## config.mk

```make
export PLATFORM = sky130hd
export DESIGN_NAME = imm_encoder
export DESIGN_NICKNAME = d
export VERILOG_FILES = /design/src/rtl/imm_pkg.sv /design/src/rtl/imm_fmt_pack.sv /design/src/rtl/imm_encoder.sv
export SDC_FILE = /design/constraint.sdc
export NUM_CORES = 1
export LEC_CHECK = 0
export ABC_AREA = 1
export CORE_MARGIN = 3
export CORE_UTILIZATION = 35
export DETAILED_ROUTE_END_ITERATION = 16
export SETUP_SLACK_MARGIN = 0.5
export SLEW_MARGIN = 10
export SYNTH_ARGS = -nofsm -noshare
export SYNTH_HDL_FRONTEND = slang
export SYNTH_SLANG_ARGS = --single-unit
```

## constraint.sdc

```tcl
create_clock -name clk -period 3.6 [get_ports clk]
set_input_delay 0.36 -clock clk [delete_from_list [all_inputs] [get_ports clk]]
set_output_delay 0.36 -clock clk [all_outputs]
set_load 0.01 [all_outputs]
```

## src/rtl/imm_pkg.sv

```systemverilog
// Shared definitions for the immediate encoder: format codes, opcodes,
// the NOP word and the load-immediate range bounds.
package imm_pkg;

  typedef enum logic [2:0] {
    FMT_I  = 3'd0,
    FMT_S  = 3'd1,
    FMT_SB = 3'd2,
    FMT_U  = 3'd3,
    FMT_UJ = 3'd4,
    FMT_LI = 3'd5
  } imm_fmt_t;

  localparam logic [6:0]  OP_LUI   = 7'b0110111;
  localparam logic [6:0]  OP_ADDI  = 7'b0010011;
  localparam logic [31:0] NOP_INST = 32'h0000_0013;

  // Largest LI value whose rounded-up upper part still fits a positive LUI.
  localparam logic signed [63:0] LI_MIN = -64'sd2147483648;
  localparam logic signed [63:0] LI_MAX = 64'sh7FFF_F7FF;

  // True when v equals the sign extension of its low n bits.
  function automatic logic fits_s(input logic [63:0] v, input int unsigned n);
    logic [63:0] ext;
    ext = $unsigned($signed(v << (64 - n)) >>> (64 - n));
    return ext == v;
  endfunction

endpackage

```

## src/rtl/imm_fmt_pack.sv

```systemverilog
// Combinational packer: scatters an immediate into the I/S/SB/U/UJ bit
// positions of a template word and flags values that do not fit.
module imm_fmt_pack
  import imm_pkg::*;
(
  input  logic [2:0]  fmt,
  input  logic [31:0] tmpl,
  input  logic [63:0] imm,
  output logic [31:0] inst,
  output logic        err
);

  // Template bits 31:25 are immediate positions in every supported format.
  logic unused_tmpl;
  assign unused_tmpl = ^tmpl[31:25];

  always_comb begin
    inst = NOP_INST;
    err  = 1'b1;
    case (fmt)
      FMT_I: begin
        inst = {imm[11:0], tmpl[19:0]};
        err  = !fits_s(imm, 12);
      end
      FMT_S: begin
        inst = {imm[11:5], tmpl[24:12], imm[4:0], tmpl[6:0]};
        err  = !fits_s(imm, 12);
      end
      FMT_SB: begin
        inst = {imm[12], imm[10:5], tmpl[24:12], imm[4:1], imm[11], tmpl[6:0]};
        err  = !fits_s(imm, 13) || imm[0];
      end
      FMT_U: begin
        inst = {imm[31:12], tmpl[11:0]};
        err  = !fits_s(imm, 32) || (imm[11:0] != 12'd0);
      end
      FMT_UJ: begin
        inst = {imm[20], imm[10:1], imm[11], imm[19:12], tmpl[11:0]};
        err  = !fits_s(imm, 21) || imm[0];
      end
      default: begin
        inst = NOP_INST;
        err  = 1'b1;
      end
    endcase
  end

endmodule

```

## src/rtl/imm_encoder.sv

```systemverilog
// Immediate encoder with valid/ready handshake and registered output;
// load-immediate requests may expand into a LUI + ADDI pair.
module imm_encoder
  import imm_pkg::*;
(
  input  logic        clk,
  input  logic        reset,
  input  logic        in_valid,
  output logic        in_ready,
  input  logic [2:0]  in_fmt,
  input  logic [31:0] in_tmpl,
  input  logic [63:0] in_imm,
  output logic        out_valid,
  input  logic        out_ready,
  output logic [31:0] out_inst,
  output logic        out_err,
  output logic        out_last
);

  typedef enum logic [1:0] {IDLE, HOLD, HOLD2} state_t;

  state_t      state_reg;
  logic        out_valid_reg;
  logic [31:0] out_inst_reg;
  logic        out_err_reg;
  logic        out_last_reg;
  logic [31:0] pend_inst_reg;

  logic        accept;
  logic [4:0]  rd;
  logic [63:0] hi_sum;
  logic        li_short;
  logic        li_pair;
  logic [2:0]  pack_fmt;
  logic [31:0] pack_tmpl;
  logic [63:0] pack_imm;
  logic [31:0] pack_inst;
  logic        pack_err;
  logic [31:0] first_inst;
  logic        first_err;
  logic        first_two;
  logic [31:0] addi_inst;

  assign in_ready = (state_reg == IDLE) || (state_reg == HOLD && out_ready);
  assign accept   = in_valid && in_ready;

  assign rd        = in_tmpl[11:7];
  assign hi_sum    = in_imm + 64'h800;
  assign li_short  = fits_s(in_imm, 12);
  assign li_pair   = ($signed(in_imm) >= LI_MIN) && ($signed(in_imm) <= LI_MAX);
  assign addi_inst = {in_imm[11:0], rd, 3'b000, rd, OP_ADDI};

  // LI reuses the packer: short values as ADDI (I), long values as LUI (U)
  // fed with the rounded sum so the upper part absorbs the ADDI's sign.
  always_comb begin
    pack_fmt  = in_fmt;
    pack_tmpl = in_tmpl;
    pack_imm  = in_imm;
    if (in_fmt == FMT_LI) begin
      if (li_short) begin
        pack_fmt  = FMT_I;
        pack_tmpl = {12'd0, 5'd0, 3'b000, rd, OP_ADDI};
      end else begin
        pack_fmt  = FMT_U;
        pack_tmpl = {20'd0, rd, OP_LUI};
        pack_imm  = hi_sum;
      end
    end
  end

  imm_fmt_pack u_pack (
    .fmt  (pack_fmt),
    .tmpl (pack_tmpl),
    .imm  (pack_imm),
    .inst (pack_inst),
    .err  (pack_err)
  );

  always_comb begin
    first_inst = pack_inst;
    first_err  = pack_err;
    first_two  = 1'b0;
    if (in_fmt == FMT_LI) begin
      if (li_short) begin
        first_err = 1'b0;
      end else if (li_pair) begin
        first_err = 1'b0;
        first_two = (in_imm[11:0] != 12'd0);
      end else begin
        first_inst = NOP_INST;
        first_err  = 1'b1;
      end
    end
  end

  always_ff @(posedge clk) begin
    if (reset) begin
      state_reg     <= IDLE;
      out_valid_reg <= 1'b0;
      out_inst_reg  <= '0;
      out_err_reg   <= 1'b0;
      out_last_reg  <= 1'b0;
      pend_inst_reg <= '0;
    end else if (accept) begin
      state_reg     <= first_two ? HOLD2 : HOLD;
      out_valid_reg <= 1'b1;
      out_inst_reg  <= first_inst;
      out_err_reg   <= first_err;
      out_last_reg  <= !first_two;
      pend_inst_reg <= addi_inst;
    end else begin
      case (state_reg)
        HOLD: begin
          if (out_ready) begin
            state_reg     <= IDLE;
            out_valid_reg <= 1'b0;
          end
        end
        HOLD2: begin
          if (out_ready) begin
            state_reg    <= HOLD;
            out_inst_reg <= pend_inst_reg;
            out_err_reg  <= 1'b0;
            out_last_reg <= 1'b1;
          end
        end
        default: ;
      endcase
    end
  end

  assign out_valid = out_valid_reg;
  assign out_inst  = out_inst_reg;
  assign out_err   = out_err_reg;
  assign out_last  = out_last_reg;

endmodule

```

# [After elaboration in Yosys (flattened, before gate mapping)]
# Index checks and enable logic that the tools add are counted.
[classes] n_mux=33 div=0 add_sub_neg=1 multipliers=0 n_eq_ne=14 n_reduce_logical=24 shift=0 n_bitwise=0 n_lt_le_gt_ge=2
[ops] cell="$mux W32" n=6
[ops] cell="$pmux W32 S5" n=1
[ops] cell="$mux W64" n=2
[ops] cell="$eq A52 B52 Y1" n=2
[ops] cell="$add A64 B12 Y64 const B" n=1
[ops] cell="$ge A64 B32 Y1 const B" n=1
[ops] cell="$le A64 B32 Y1 const B" n=1
[ops] cell="$eq A51 B51 Y1" n=1
[ops] cell="$eq A43 B43 Y1" n=1
[ops] cell="$eq A32 B32 Y1" n=1
[ops] cell="$mux W25" n=1
[ops] cell="$reduce_bool A12 Y1" n=2
[ops] cell="$mux W1" n=14
[ops] cell="$mux W2" n=5
[ops] cell="$eq A3 B2 Y1 const B" n=2
[ops] cell="$eq A3 B3 Y1 const B" n=2
[ops] cell="$mux W6" n=1
[ops] cell="$ne A3 B3 Y1 const B" n=2
[ops] cell="$reduce_bool A2 Y1" n=3
[ops] cell="$logic_not A1 Y1" n=5
[ops] cell="$logic_or A1 B1 Y1" n=4
[ops] cell="$pmux W1 S4" n=1
[ops] cell="$pmux W2 S2" n=1
[ops] cell="$reduce_and A2 Y1" n=2
[ops] cell="10 further kinds" n=12
[totals] ramBits=0 memories=0 out_inout_bits=36 regBits=62 word_cells=80 latchBits=0 mem_bits_ro=0

# [Logic depth before layout (Yosys ltp)]
[logic_depth] depth_word=9 mapped_depth=28 ltp_nobuf=26

# [Modules after synthesis]
# A second synthesis with hierarchy kept.
[hier_totals] cells_unflattened=1331 area_unflattened_um2=6896.6
[by_module_without_submodules] mod="imm_encoder" n_inst=1 area_each_um2=5286.3 cells_per_inst=962 seq_area_each_um2=1101.1
[by_module_without_submodules] mod="imm_fmt_pack" n_inst=1 area_each_um2=1610.3 cells_per_inst=369 seq_area_each_um2=0.0

# [Worst setup path after synthesis]
# OpenSTA, ideal clock, no wires.
[synth_path] path_kind="input -> register" start="input port in_imm[11]" end="register out_err_reg, in the netlist out_err" arrival_ns=2.515 required_ns=3.468 cell_stages=25 setup_ns=0.132 slack_ns=0.953 cell_sequence="ha_1 > inv_1 > nand3_1 > nor2_1 > nand2_1 > nor2_4 > nand3_4 > buf_6 > buf_6 > nand2_1 > nand2_1 > nand2_1 > nand2_1 > nor2_2 > nand4_1 > nor2_1 > nand2_1 > nand2_1 > nand2_1 > nand2_1 > nand2_1 > nor2_1 > nand2_1 > nand2_1 > a21oi_1"
[synth_between] elab_chain_len=9
[synth_rtl] item="start, declared" line_no="imm_encoder.sv:12" source="input logic [63:0] in_imm,"
[synth_rtl] item="$add A64 B12 Y64 or $eq A52 B52 Y1 (tied branches)" line_no="imm_encoder.sv:48, imm_pkg.sv:26"
[synth_rtl] item="$mux W64" line_no="imm_encoder.sv:60" source="if (li_short) begin"
[synth_rtl] item="$mux W64" line_no="imm_encoder.sv:59" source="if (in_fmt == FMT_LI) begin"
[synth_rtl] item="$eq A51 B51 Y1, or another cell as far along" line_no="imm_pkg.sv:26" source="return ext == v;"
[synth_rtl] item="$logic_not A1 Y1 (on tied branches)" line_no="imm_fmt_pack.sv:31, imm_fmt_pack.sv:35, imm_fmt_pack.sv:39"
[synth_rtl] item="$logic_or A1 B1 Y1 (on tied branches)" line_no="imm_fmt_pack.sv:31, imm_fmt_pack.sv:35, imm_fmt_pack.sv:39"
[synth_rtl] item="$pmux W1 S4" line_no="imm_fmt_pack.sv:20" source="case (fmt)"
[synth_rtl] item="$mux W1 (*)" line_no="imm_encoder.sv:83" source="if (in_fmt == FMT_LI) begin"
[synth_rtl] item="$mux W1 (*)" line_no="imm_encoder.sv:104" source="end else if (accept) begin"
[synth_rtl] item="end signal, assigned" line_no="imm_encoder.sv:108" source="out_err_reg <= first_err;"
[synth_rtl] item="end, declared" line_no="imm_encoder.sv:25" source="logic out_err_reg;"
# Mark *: on every way between the ends. The rest lies on a longest branch, timed or not.
# A chain may end at the register's enable or synchronous reset.

# [Final worst setup path]
[layout_path] start="input port in_imm[25]" end="register out_inst_reg[5], in the netlist out_inst[5]"
[layout_between] elab_chain_len=9
[layout_rtl] item="branches (longest 7 deep; another with $ge A64 B32 Y1)"
[layout_rtl] item="$mux W32 (*)" line_no="imm_encoder.sv:83"
[layout_rtl] item="$mux W32 (*)" line_no="imm_encoder.sv:104"
[layout_rtl] item="end signal, assigned" line_no="imm_encoder.sv:107" source="out_inst_reg <= first_inst;"
[layout_rtl] item="end signal, assigned" line_no="imm_encoder.sv:122" source="out_inst_reg <= pend_inst_reg;"
[layout_rtl] item="end, declared" line_no="imm_encoder.sv:24" source="logic [31:0] out_inst_reg;"
# Mark *: on every way between the ends.

==> metrics.md <==
| Metric | Value |
|---|---|
| DIE AREA | 0.02251 mm2 |
| Number of nets still failing antenna checks after routing | 0 |
| Period minus WS final | 2.907 ns |
| Worst vdd ir | 0.2496 mV |
| Drt initial violations | 664 |
| Synth Register Bits | 55 |
| Clock latency reported for the late side of the worst-skew pair | 0.30 ns |
| Post-CTS clock slew at the launch and capture registers of the worst setup and hold paths | 0.07 ns |
| Pin count of the biggest net entering global routing | 36 |
| Antenna violations before repair | 0 |
| Final Power | 2.483 mW |
| Final hold viol count | 0 |
| Crit path launch type | input pin |
| Sink of the worst hold path | out_inst[6]$_SDFFE_PP0P_ |
| Required time of the critical path | 3.83 ns |
| Crit. Startpoint | in_imm[25] |
| Reg2Reg Launch Point | state_reg[0]$_SDFFE_PP0P_ |
| Worst min-delay path startpoint | out_inst[6]$_SDFFE_PP0P_ |
| Endpoints failing setup | 0 |
| Average wire length per cell after detail routing | 16.39 um |
| Post-Synthesis Mean Instance Area | 5.071 um2 |
| Flip-flop count of the largest register, all copies and words added | 32 |
| P&R area growth vs syn | 52.65% |
| Global-route usage over all layers | 28.16% |
| Outcome | finished clean |
| Kind of end point of the critical path | flip-flop |
| Ant diodes | 0 |
| Fill cell count | 2146 |
| Most area-hungry cell type in the Yosys netlist | sky130_fd_sc_hd__nand2_1 |
| PnR worst setup slack | 0.6925 ns |
| Die Ht | 150.0 um |
| I/O pin count | 139 |
| Fraction of post-synthesis cell area in the top cell type by area | 29.98% |
| Clock sink total | 55 |
| WS Path Type | in -> reg |
| Max-slew headroom at the worst pin | 52.59% |
| Overflow after GRT | 0 |
| Die outline width | 150.0 um |
| Yosys cell types | 40 |
| Cells taking the most area after synthesis | sky130_fd_sc_hd__nand2_1 30%, sky130_fd_sc_hd__dfxtp_1 15%, sky130_fd_sc_hd__nor2_1 11% |
| Initial standard-cell utilization of the core | 35.77% |
| Total iterations of the first detailed-routing run | 5 |
| R2r worst-path depth | 8 |
| Reg-to-Reg End | out_inst[4]$_SDFFE_PP0P_ |
| FFs w/ async S/R, synth | 0% |
| CTS tree | yes |
| IO Port Bufs | 131 |
| Number of warnings reported in the yosys synthesis log | 0 |
| Maximum frequency from static timing analysis | 0.3439 GHz |
| Total detailed-routing wirelength | 32850 um |
| Skew final | 0.007056 ns |
| Wire length of the first global-routing pass | 49890 um |
| Number of max-slew violations in the final report | 0 |
| H-tree Lvls | 2 |
| Cell area after technology mapping | 0.007262 mm2 |
| Via density per instance | 5.218 |
| Total power per unit cell area | 224.0 mW/mm2 |
| Total DRC errors in the routed layout | 0 |
| Number of synthesized flops with an enable pin | 0 |
| Portion of the clock cycle consumed by the worst path in the final layout | 80.76% |
| Post-synthesis sequential area ratio | 15.16% |
| Gate count after technology mapping | 1432 |
| Estimated wirelength of the detail-placed design | 25780 um |
| Hold path cells | 2 |
| Worst slack, placed | -0.1180 ns |
| Endpoint arrival time on the critical path | 3.14 ns |
| Class of the tightest hold or removal check | reg -> reg |
| Maximum fanout count along the critical path | 27 |
| Area of the core region | 0.02030 mm2 |
| Worst-margin pin slew | 0.7038 ns |
| Number of buffers inserted during clock tree synthesis | 5 |
| Number of buffers inserted for hold repair after clock tree synthesis | 0 |
| Number of max-cap violations | 0 |
| Clock tree root buffer cell | sky130_fd_sc_hd__clkbuf_16 |
| Most frequently used flop master after synthesis | sky130_fd_sc_hd__dfxtp_1 |
| Total number of placement rows | 52 |
| Clock Path Buffers | 2 |
| Syn nets | 1536 |
| Overall via count from detail_route | 10456 |
| Setup repair after global routing missed its margin | no |
| Share of final-layout standard cells stronger than drive strength 1 | 22.78% |
| Leakage power figure | 5.488 nW |
| Register-to-register setup slack | 1.36 ns |
| Net count, final | 1837 |
| Number of global-route vias before repair | 9414 |
| Placer's final routability congestion estimate | 0.9592 |
[power breakdown]
| group | switching, mW | internal, mW | total [mW] |
|---|---|---|---|
| Sequential | 0.0434 | 0.703 | 0.747 |
| Clock | 0.235 | 0.262 | 0.497 |
| Combinational | 0.693 | 0.547 | 1.24 |
| Total | 0.971 | 1.51 | 2.48 |
[final cells by class]
cell class | instances | area (um2) | share of cell area, %
Multi-Input combinational cell | 1206 | 5807 | 52.38
Timing Repair Buffer | 347 | 3239 | 29.22
Sequential cell | 55 | 1101 | 9.932
Inverter | 118 | 451.7 | 4.075
Tap cell | 270 | 337.8 | 3.047
Clock buffer | 5 | 125.1 | 1.129
Clock inverter | 3 | 23.77 | 0.2144
[cells by family (layout without fill, tap and decap cells)]
| kind of cell | count (synthesis) | in the layout | synth area share, % |
|---|---|---|---|
| fa+ha+maj | 1 | 1 | 0.1723 |
| flops | 55 | 55 | 15.16 |
| compound gates | 150 | 150 | 11.35 |
| simple gates | 1030 | 1031 | 59.98 |
| xor+xnor | 23 | 23 | 2.774 |
| buf+inv | 172 | 473 | 10.42 |
| mux | 1 | 1 | 0.1378 |
[routing by layer]
metal,share of wire (%),global-route usage [%],wire length [um]
met5,0,0,0
met3,5.6,3.331,1833
met1,41,34.66,13550
met4,5.7,13.95,1886
met2,47,48.43,15570
[stage by stage]
stage	area [um2]	util [%]	hold WS, ns	TNS (ns)	cells
3_5_place_dp	10070	49.61	0.4549	-0.1190	1961
2_1_floorplan	7262	-	0.4291	0	1432
6_report	11090	54.61	0.4620	0	2004
4_1_cts	10700	52.69	0.4667	0	1987
3_3_place_gp	10070	49.61	0.4503	-0.05383	1961
5_1_grt	11090	54.61	0.4839	0	2004
[worst max-delay path, cell delays in order]
cell	delay, ns
sky130_fd_sc_hd__clkdlybuf4s15_1	0.24
sky130_fd_sc_hd__nand2_2	0.10
sky130_fd_sc_hd__nor2_2	0.12
sky130_fd_sc_hd__nand2_1	0.08
sky130_fd_sc_hd__nor2_1	0.12
sky130_fd_sc_hd__nor2_2	0.06
sky130_fd_sc_hd__nor2_4	0.13
sky130_fd_sc_hd__buf_4	0.15
sky130_fd_sc_hd__nand3_4	0.15
sky130_fd_sc_hd__buf_4	0.19
sky130_fd_sc_hd__buf_4	0.12
sky130_fd_sc_hd__buf_4	0.13
sky130_fd_sc_hd__inv_2	0.04
sky130_fd_sc_hd__nand2_2	0.06
sky130_fd_sc_hd__nand2_1	0.10
sky130_fd_sc_hd__nand2_1	0.14
sky130_fd_sc_hd__inv_2	0.11
sky130_fd_sc_hd__nor2_1	0.05
sky130_fd_sc_hd__nand2_1	0.08
sky130_fd_sc_hd__o211ai_1	0.09
sky130_fd_sc_hd__inv_2	0.10
sky130_fd_sc_hd__buf_12	0.17
sky130_fd_sc_hd__o211ai_1	0.11
sky130_fd_sc_hd__a21oi_1	0.13
[how the worst max path moves through the flow]
stage	to	slack (ns)	depth (start not counted)
after floorplan	out_err$_SDFFE_PP0P_	0.95	25
after global placement	out_err$_SDFFE_PP0P_	-0.05	26
after detailed placement	out_err$_SDFFE_PP0P_	-0.12	26
after CTS	out_err$_SDFFE_PP0P_	0.50	29
after global routing	out_err$_SDFFE_PP0P_	0.48	27
final	out_inst[5]$_SDFFE_PP0P_	0.69	24
[synthesized netlist by cell type (4+ instances only)]
library cell,number
sky130_fd_sc_hd__buf_1,9
sky130_fd_sc_hd__inv_1,111
sky130_fd_sc_hd__o21ai_1,6
sky130_fd_sc_hd__nand3b_1,4
sky130_fd_sc_hd__buf_6,11
sky130_fd_sc_hd__nand2_2,15
sky130_fd_sc_hd__a21oi_1,51
sky130_fd_sc_hd__nor2_2,8
sky130_fd_sc_hd__o21ai_0,57
sky130_fd_sc_hd__clkbuf_1,17
sky130_fd_sc_hd__o211ai_1,5
sky130_fd_sc_hd__o22ai_1,7
sky130_fd_sc_hd__a31oi_1,13
sky130_fd_sc_hd__buf_2,14
sky130_fd_sc_hd__nor2_1,207
sky130_fd_sc_hd__dfxtp_1,55
sky130_fd_sc_hd__xor2_1,23
sky130_fd_sc_hd__inv_2,6
sky130_fd_sc_hd__nand3_1,118
sky130_fd_sc_hd__nand4_1,64
sky130_fd_sc_hd__nand2_1,580
sky130_fd_sc_hd__nor4_1,5
sky130_fd_sc_hd__or2_2,4
sky130_fd_sc_hd__nor3_1,16
[repair_timing]
item,4_1_cts,5_1_grt
cloned,6,3
gates resized for setup,95,159
pin swaps,22,43
setup endpoints to repair,28,28
buffers inserted,12,14
endpoints found under the hold margin,0,0
[layout by cell type, fill, tap and decap left out, drive strengths merged, types with 3 or more instances in the layout]
cell             n
nor2           216
nor4             5
nand3          123
xor2            23
buf            214
o21ai           64
a31oi           13
dlymetal6s2s    28
clkbuf          30
a21boi           3
o211ai           5
clkdlybuf4s50   78
dfxtp           55
o22ai            7
o221ai           3
or2              4
nand3b           4
nand4           66
nand2          595
nor3            17
inv            118
a21oi           51
(Power assumes the default switching activity.)
